--- config.mk ---
export PLATFORM = sky130hd
export DESIGN_NAME = cpu_control_sequencer_flat
export DESIGN_NICKNAME = d
export VERILOG_FILES = /design/src/rtl/cpu_control_sequencer_if.sv /design/src/rtl/cpu_control_sequencer.sv /design/src/flat_wrapper.sv
export SDC_FILE = /design/constraint.sdc
export NUM_CORES = 1
export LEC_CHECK = 0
export BUFFER_PORTS_ARGS = -buffer_cell sky130_fd_sc_hd__buf_2
export CORE_AREA = 2 2 39 41
export CTS_CLUSTER_DIAMETER = 30
export DETAILED_ROUTE_END_ITERATION = 6
export DIE_AREA = 0 0 41 43
export PLACE_DENSITY = 0.54
export REMOVE_ABC_BUFFERS = 1
export SETUP_SLACK_MARGIN = 0.5
export SKIP_LAST_GASP = 1
export SLEW_MARGIN = 20
export SYNTH_ARGS = -nofsm -noshare
export SYNTH_HDL_FRONTEND = slang
export SYNTH_SLANG_ARGS = --single-unit
--- constraint.sdc ---
create_clock -name CLK -period 3.15 [get_ports CLK]
set_input_delay 0.63 -clock CLK [delete_from_list [all_inputs] [get_ports CLK]]
set_output_delay 0.63 -clock CLK [all_outputs]
set_load 0.05 [all_outputs]
--- src/rtl/cpu_control_sequencer_if.sv ---
// Control bus between the hardwired sequencer and the PC/AC/AR/DR/IR datapath.
// master = sequencer side, slave = datapath side.
interface cpu_control_sequencer_if #(
  parameter int OP_W = 2,
  parameter int ST_W = 4
);
  logic [OP_W-1:0] OPCODE;
  logic            MEM_RDY;
  logic            MEM_RD;
  logic            AR_LD;
  logic            AR_SEL;
  logic            DR_LD;
  logic            IR_LD;
  logic            PC_LD;
  logic            PC_INC;
  logic            PC_CLR;
  logic            AC_LD;
  logic            AC_INC;
  logic            AC_CLR;
  logic            ALU_OP;
  logic [ST_W-1:0] STATE;

  modport master (
    input  OPCODE, MEM_RDY,
    output MEM_RD, AR_LD, AR_SEL, DR_LD,
    output IR_LD, PC_LD, PC_INC, PC_CLR,
    output AC_LD, AC_INC, AC_CLR, ALU_OP,
    output STATE
  );

  modport slave (
    output OPCODE, MEM_RDY,
    input  MEM_RD, AR_LD, AR_SEL, DR_LD,
    input  IR_LD, PC_LD, PC_INC, PC_CLR,
    input  AC_LD, AC_INC, AC_CLR, ALU_OP,
    input  STATE
  );
endinterface

--- src/rtl/cpu_control_sequencer.sv ---
// Hardwired fetch/decode/execute sequencer for the 4-op accumulator CPU.
// Optional SINGLE_STEP_EN: FETCH1 waits for a rising edge on STEP.
module cpu_control_sequencer #(
  parameter int ST_W = 4,
  parameter int OP_W = 2
) (
  input  logic CLK,
  input  logic CLR,
`ifdef SINGLE_STEP_EN
  input  logic STEP,
`endif
  cpu_control_sequencer_if.master bus
);

  typedef enum logic [ST_W-1:0] {
    S_INIT   = ST_W'(0),
    S_FETCH1 = ST_W'(1),
    S_FETCH2 = ST_W'(2),
    S_FETCH3 = ST_W'(3),
    S_ADD1   = ST_W'(4),
    S_ADD2   = ST_W'(5),
    S_AND1   = ST_W'(6),
    S_AND2   = ST_W'(7),
    S_JMP1   = ST_W'(8),
    S_INC1   = ST_W'(9)
  } state_t;

  typedef struct packed {
    logic mem_rd;
    logic ar_ld;
    logic ar_sel;
    logic dr_ld;
    logic ir_ld;
    logic pc_ld;
    logic pc_inc;
    logic pc_clr;
    logic ac_ld;
    logic ac_inc;
    logic ac_clr;
    logic alu_op;
  } ctl_t;

  state_t state;
  state_t nxt;
  ctl_t   ctl;
  ctl_t   ctl_o;
  logic   go;

`ifdef SINGLE_STEP_EN
  logic step_q;

  always_ff @(posedge CLK or posedge CLR) begin
    if (CLR) step_q <= 1'b0;
    else     step_q <= STEP;
  end

  assign go = STEP & ~step_q;
`else
  assign go = 1'b1;
`endif

  always_ff @(posedge CLK or posedge CLR) begin
    if (CLR) state <= S_INIT;
    else     state <= nxt;
  end

  always_comb begin
    nxt = state;
    ctl = '0;
    case (state)
      S_INIT: begin
        ctl.pc_clr = 1'b1;
        ctl.ac_clr = 1'b1;
        nxt        = S_FETCH1;
      end
      S_FETCH1: begin
        ctl.ar_ld = 1'b1;
        if (go) nxt = S_FETCH2;
      end
      S_FETCH2: begin
        ctl.mem_rd = 1'b1;
        ctl.dr_ld  = bus.MEM_RDY;
        ctl.pc_inc = bus.MEM_RDY;
        if (bus.MEM_RDY) nxt = S_FETCH3;
      end
      S_FETCH3: begin
        ctl.ir_ld  = 1'b1;
        ctl.ar_ld  = 1'b1;
        ctl.ar_sel = 1'b1;
        unique case (1'b1)
          (bus.OPCODE == OP_W'(0)): nxt = S_ADD1;
          (bus.OPCODE == OP_W'(1)): nxt = S_AND1;
          (bus.OPCODE == OP_W'(2)): nxt = S_JMP1;
          default:                  nxt = S_INC1;
        endcase
      end
      S_ADD1: begin
        ctl.mem_rd = 1'b1;
        ctl.dr_ld  = bus.MEM_RDY;
        if (bus.MEM_RDY) nxt = S_ADD2;
      end
      S_ADD2: begin
        ctl.ac_ld = 1'b1;
        nxt       = S_FETCH1;
      end
      S_AND1: begin
        ctl.mem_rd = 1'b1;
        ctl.dr_ld  = bus.MEM_RDY;
        if (bus.MEM_RDY) nxt = S_AND2;
      end
      S_AND2: begin
        ctl.ac_ld  = 1'b1;
        ctl.alu_op = 1'b1;
        nxt        = S_FETCH1;
      end
      S_JMP1: begin
        ctl.pc_ld = 1'b1;
        nxt       = S_FETCH1;
      end
      S_INC1: begin
        ctl.ac_inc = 1'b1;
        nxt        = S_FETCH1;
      end
      default: nxt = S_INIT;
    endcase
  end

  // Reset must silence the datapath immediately, not at the next edge.
  assign ctl_o = CLR ? '0 : ctl;

  assign bus.MEM_RD = ctl_o.mem_rd;
  assign bus.AR_LD  = ctl_o.ar_ld;
  assign bus.AR_SEL = ctl_o.ar_sel;
  assign bus.DR_LD  = ctl_o.dr_ld;
  assign bus.IR_LD  = ctl_o.ir_ld;
  assign bus.PC_LD  = ctl_o.pc_ld;
  assign bus.PC_INC = ctl_o.pc_inc;
  assign bus.PC_CLR = ctl_o.pc_clr;
  assign bus.AC_LD  = ctl_o.ac_ld;
  assign bus.AC_INC = ctl_o.ac_inc;
  assign bus.AC_CLR = ctl_o.ac_clr;
  assign bus.ALU_OP = ctl_o.alu_op;
  assign bus.STATE  = state;

endmodule

--- src/flat_wrapper.sv ---
// flat-port wrapper written by rule: the top's interface ports become plain ports
module cpu_control_sequencer_flat 
#(
  parameter int ST_W = 4,
  parameter int OP_W = 2
)
  (CLK, CLR, bus_OPCODE, bus_MEM_RDY, bus_MEM_RD, bus_AR_LD, bus_AR_SEL, bus_DR_LD, bus_IR_LD, bus_PC_LD, bus_PC_INC, bus_PC_CLR, bus_AC_LD, bus_AC_INC, bus_AC_CLR, bus_ALU_OP, bus_STATE);
  cpu_control_sequencer_if #(.OP_W(OP_W), .ST_W(ST_W)) bus_i ();
  input  logic CLK;
  input  logic CLR;
  input wire logic [$bits(bus_i.OPCODE)-1:0] bus_OPCODE;
  input wire logic [$bits(bus_i.MEM_RDY)-1:0] bus_MEM_RDY;
  output wire logic [$bits(bus_i.MEM_RD)-1:0] bus_MEM_RD;
  output wire logic [$bits(bus_i.AR_LD)-1:0] bus_AR_LD;
  output wire logic [$bits(bus_i.AR_SEL)-1:0] bus_AR_SEL;
  output wire logic [$bits(bus_i.DR_LD)-1:0] bus_DR_LD;
  output wire logic [$bits(bus_i.IR_LD)-1:0] bus_IR_LD;
  output wire logic [$bits(bus_i.PC_LD)-1:0] bus_PC_LD;
  output wire logic [$bits(bus_i.PC_INC)-1:0] bus_PC_INC;
  output wire logic [$bits(bus_i.PC_CLR)-1:0] bus_PC_CLR;
  output wire logic [$bits(bus_i.AC_LD)-1:0] bus_AC_LD;
  output wire logic [$bits(bus_i.AC_INC)-1:0] bus_AC_INC;
  output wire logic [$bits(bus_i.AC_CLR)-1:0] bus_AC_CLR;
  output wire logic [$bits(bus_i.ALU_OP)-1:0] bus_ALU_OP;
  output wire logic [$bits(bus_i.STATE)-1:0] bus_STATE;
  assign bus_i.OPCODE = bus_OPCODE;
  assign bus_i.MEM_RDY = bus_MEM_RDY;
  assign bus_MEM_RD = bus_i.MEM_RD;
  assign bus_AR_LD = bus_i.AR_LD;
  assign bus_AR_SEL = bus_i.AR_SEL;
  assign bus_DR_LD = bus_i.DR_LD;
  assign bus_IR_LD = bus_i.IR_LD;
  assign bus_PC_LD = bus_i.PC_LD;
  assign bus_PC_INC = bus_i.PC_INC;
  assign bus_PC_CLR = bus_i.PC_CLR;
  assign bus_AC_LD = bus_i.AC_LD;
  assign bus_AC_INC = bus_i.AC_INC;
  assign bus_AC_CLR = bus_i.AC_CLR;
  assign bus_ALU_OP = bus_i.ALU_OP;
  assign bus_STATE = bus_i.STATE;
  cpu_control_sequencer #(.ST_W(ST_W), .OP_W(OP_W)) u_core (.CLK(CLK), .CLR(CLR), .bus(bus_i));
endmodule
==> results by group <==
Setup path
  – Critical Path Fanout Max: 5
  – WP data required: 2520 ps
  – CP Capture Type: output pin
  – Largest stage delay, worst path: 320 ps
  – Worst setup SP type: input pin
  – Worst path cell trace: buf_2 > or2_4 > nor4_1 > buf_2
  – R2R cell count: 2
  – Arr. time, crit path: 1560 ps
  – Most frequent CP cell: buf_2
  – Worst path depth: 4
  – WS Path Type: in2out
  – CP bufs+invs: 2
  – Crit-path slowest cell: buf_2
  – Top cell family by delay on the critical path: simple AND/OR/NAND/NOR gates

Job
  – MaxCap Viol Count: 0

STA
  – Fmax: 457 MHz
  – Fin crit share: 69.4%
  – Max-slew violation count: 0
  – Final Hold Fails: 0
  – Post-route setup slack: 963 ps
  – Final clock skew: 2.35 ps
  – Relative slew slack: 70.1%
  – Period minus WS final: 2190 ps
  – Worst slew pin tran: 448 ps
  – RSZ-0062 raised after global routing: false
  – # setup viols final: 0

Synth
  – Post-synth top flop: dfrtp_1
  – Post-Syn Area: 357 um2
  – Cell count after synthesis: 37
  – Sequential area share after synthesis: 28.1%
  – Syn Area/Cell: 9.64 um2
  – #FFs+latches synth: 4
  – Post-synth EDFFs: 0
  – Ys async rst share: 100%
  – Yosys warnings: 0
  – Count of cell types in the netlist: 22

Global route
  – Largest net degree at the start of global routing: 14
  – Vias in the first global route: 299
  – Grt total ovfl: 0
  – Initial antenna violation count: 0
  – First-pass GRT wire length: 1280 um
  – All-Layer GR Usage: 10.6%

Outcome
  – Outcome: finished, final reports clean

Die
  – Initial Util: 25.8%
  – Die Ht: 43 um
  – Core ar.: 0.00138 mm2
  – Cell row count: 14
  – Area of the die: 0.00176 mm2
  – # IOs: 21
  – Die width: 41 um

Clock tree
  – Clock-pin slew on the worst setup and hold paths: 40 ps
  – Max clock buf depth: 2
  – Root Buffer: clkbuf_4
  – H-Tree Depth: 1
  – Num CTS Buffers: 3
  – CTS tree: done
  – Cts-stage hold buffer count: 0
  – Clk Latency, worst-skew pair: 230 ps
  – Post-CTS setup buffers: 0
  – Gates resized, CTS repair: 0
  – Clock sink count: 4

Routing
  – Total Wirelength: 848 um
  – Pre-antenna DRT Iters: 3
  – Vias per cell: 4.81
  – Routed wire length per instance: 11.8 um
  – Initial DRC Count: 4
  – Drt drc: 0
  – Detail Route Antenna Nets: 0
  – Routed via count: 346

Placed design
  – Pre-CTS WS: 968 ps
  – GPL Wtd Cong: 0.720
  – Port Buf Inserts: 20
  – Final HPWL DP: 613 um

Cells and area
  – Share of layout cells above drive strength 1: 51.8%
  – N_diodes: 0
  – Largest register FFs: 4
  – Layout Nets: 63
  – Area grow syn2layout: 30.5%

Min path
  – Hold WC Path Type: in2async
==> synth_stat cells (all sizes together) (2+ instances only) <==
cell type | instances | area, um2
nor3b | 2 | 15.0
dfrtp | 4 | 100
nand2b | 2 | 12.5
and2 | 4 | 26.3
nor2b | 2 | 12.5
nor2 | 3 | 11.3
and3 | 4 | 25.0
buf | 4 | 33.8
==> stage by stage <==
stage	TNS [ps]	instance area (um2)	hold WS (ps)	utilization, %	instances
global placement	0	443	554	32.0	69
detailed placement	0	443	559	32.0	69
finish	0	465	310	33.6	72
global route	0	465	327	33.6	72
CTS	0	465	307	33.6	72
floorplan	-2530	323	396	-	33
==> per-layer routing <==
layer / routed length (um) / GRT usage (%) / vias to the layer above
met2: 375 / 15.0 / 15
met3: 76 / 4.71 / 0
li1: - / - / 168
met1: 396 / 14.6 / 163
met4: 0 / 2.00 / 0
met5: 0 / 0 / -
==> layout by cell type (no fill, tap or decap), types with 2 or more instances in the layout <==
master,netlist,routed
clkbuf_4,0,3
nand2b_1,2,2
nor3b_1,2,2
and2_1,3,3
and3_1,4,4
nor2b_1,2,2
nor2_1,3,3
dfrtp_1,4,4
buf_2,0,20
==> final cells by class <==
cell class | count | area [um2]
Clock buffer | 3 | 22.5
Sequential cell | 4 | 100
Tap cell | 16 | 20.0
Fill cell | 149 | 918
Timing Repair Buffer | 20 | 100
Multi-Input combinational cell | 28 | 219
Inverter | 1 | 3.75
==> worst reg2reg max path: cells and delay by family, from the launching register on <==
kind	cells	cell delay (ps)
compound gates	1	330
flops	1	490
simple gates	1	270
==> path summary, 6_finish.rpt <==
| path | start | to | slack (ps) |
|---|---|---|---|
| max in group asynchronous | CLR | u_core.bus.STATE[1] | 2690 |
| min | CLR | u_core.bus.STATE[3] | 310 |
| max reg2reg | u_core.bus.STATE[0] | u_core.bus.STATE[1] | 1950 |
| min reg2reg | u_core.bus.STATE[1] | u_core.bus.STATE[2] | 700 |
| min in group CLK | bus_OPCODE[1] | u_core.bus.STATE[3] | 690 |
| max | CLR | bus_PC_CLR | 960 |
==> cell families (layout without fill, tap and decap cells) <==
kind of cell	after synthesis	in the layout	share of synthesized area (%)
AO/OA/AOI/OAI	5	5	16.1
buffers and inverters	5	24	10.5
flip-flops	4	4	28.1
AND/OR/NAND/NOR	23	23	45.3
Power is not shown: default switching activity piles up to over one toggle a cycle in this logic, so the estimate is an artifact.
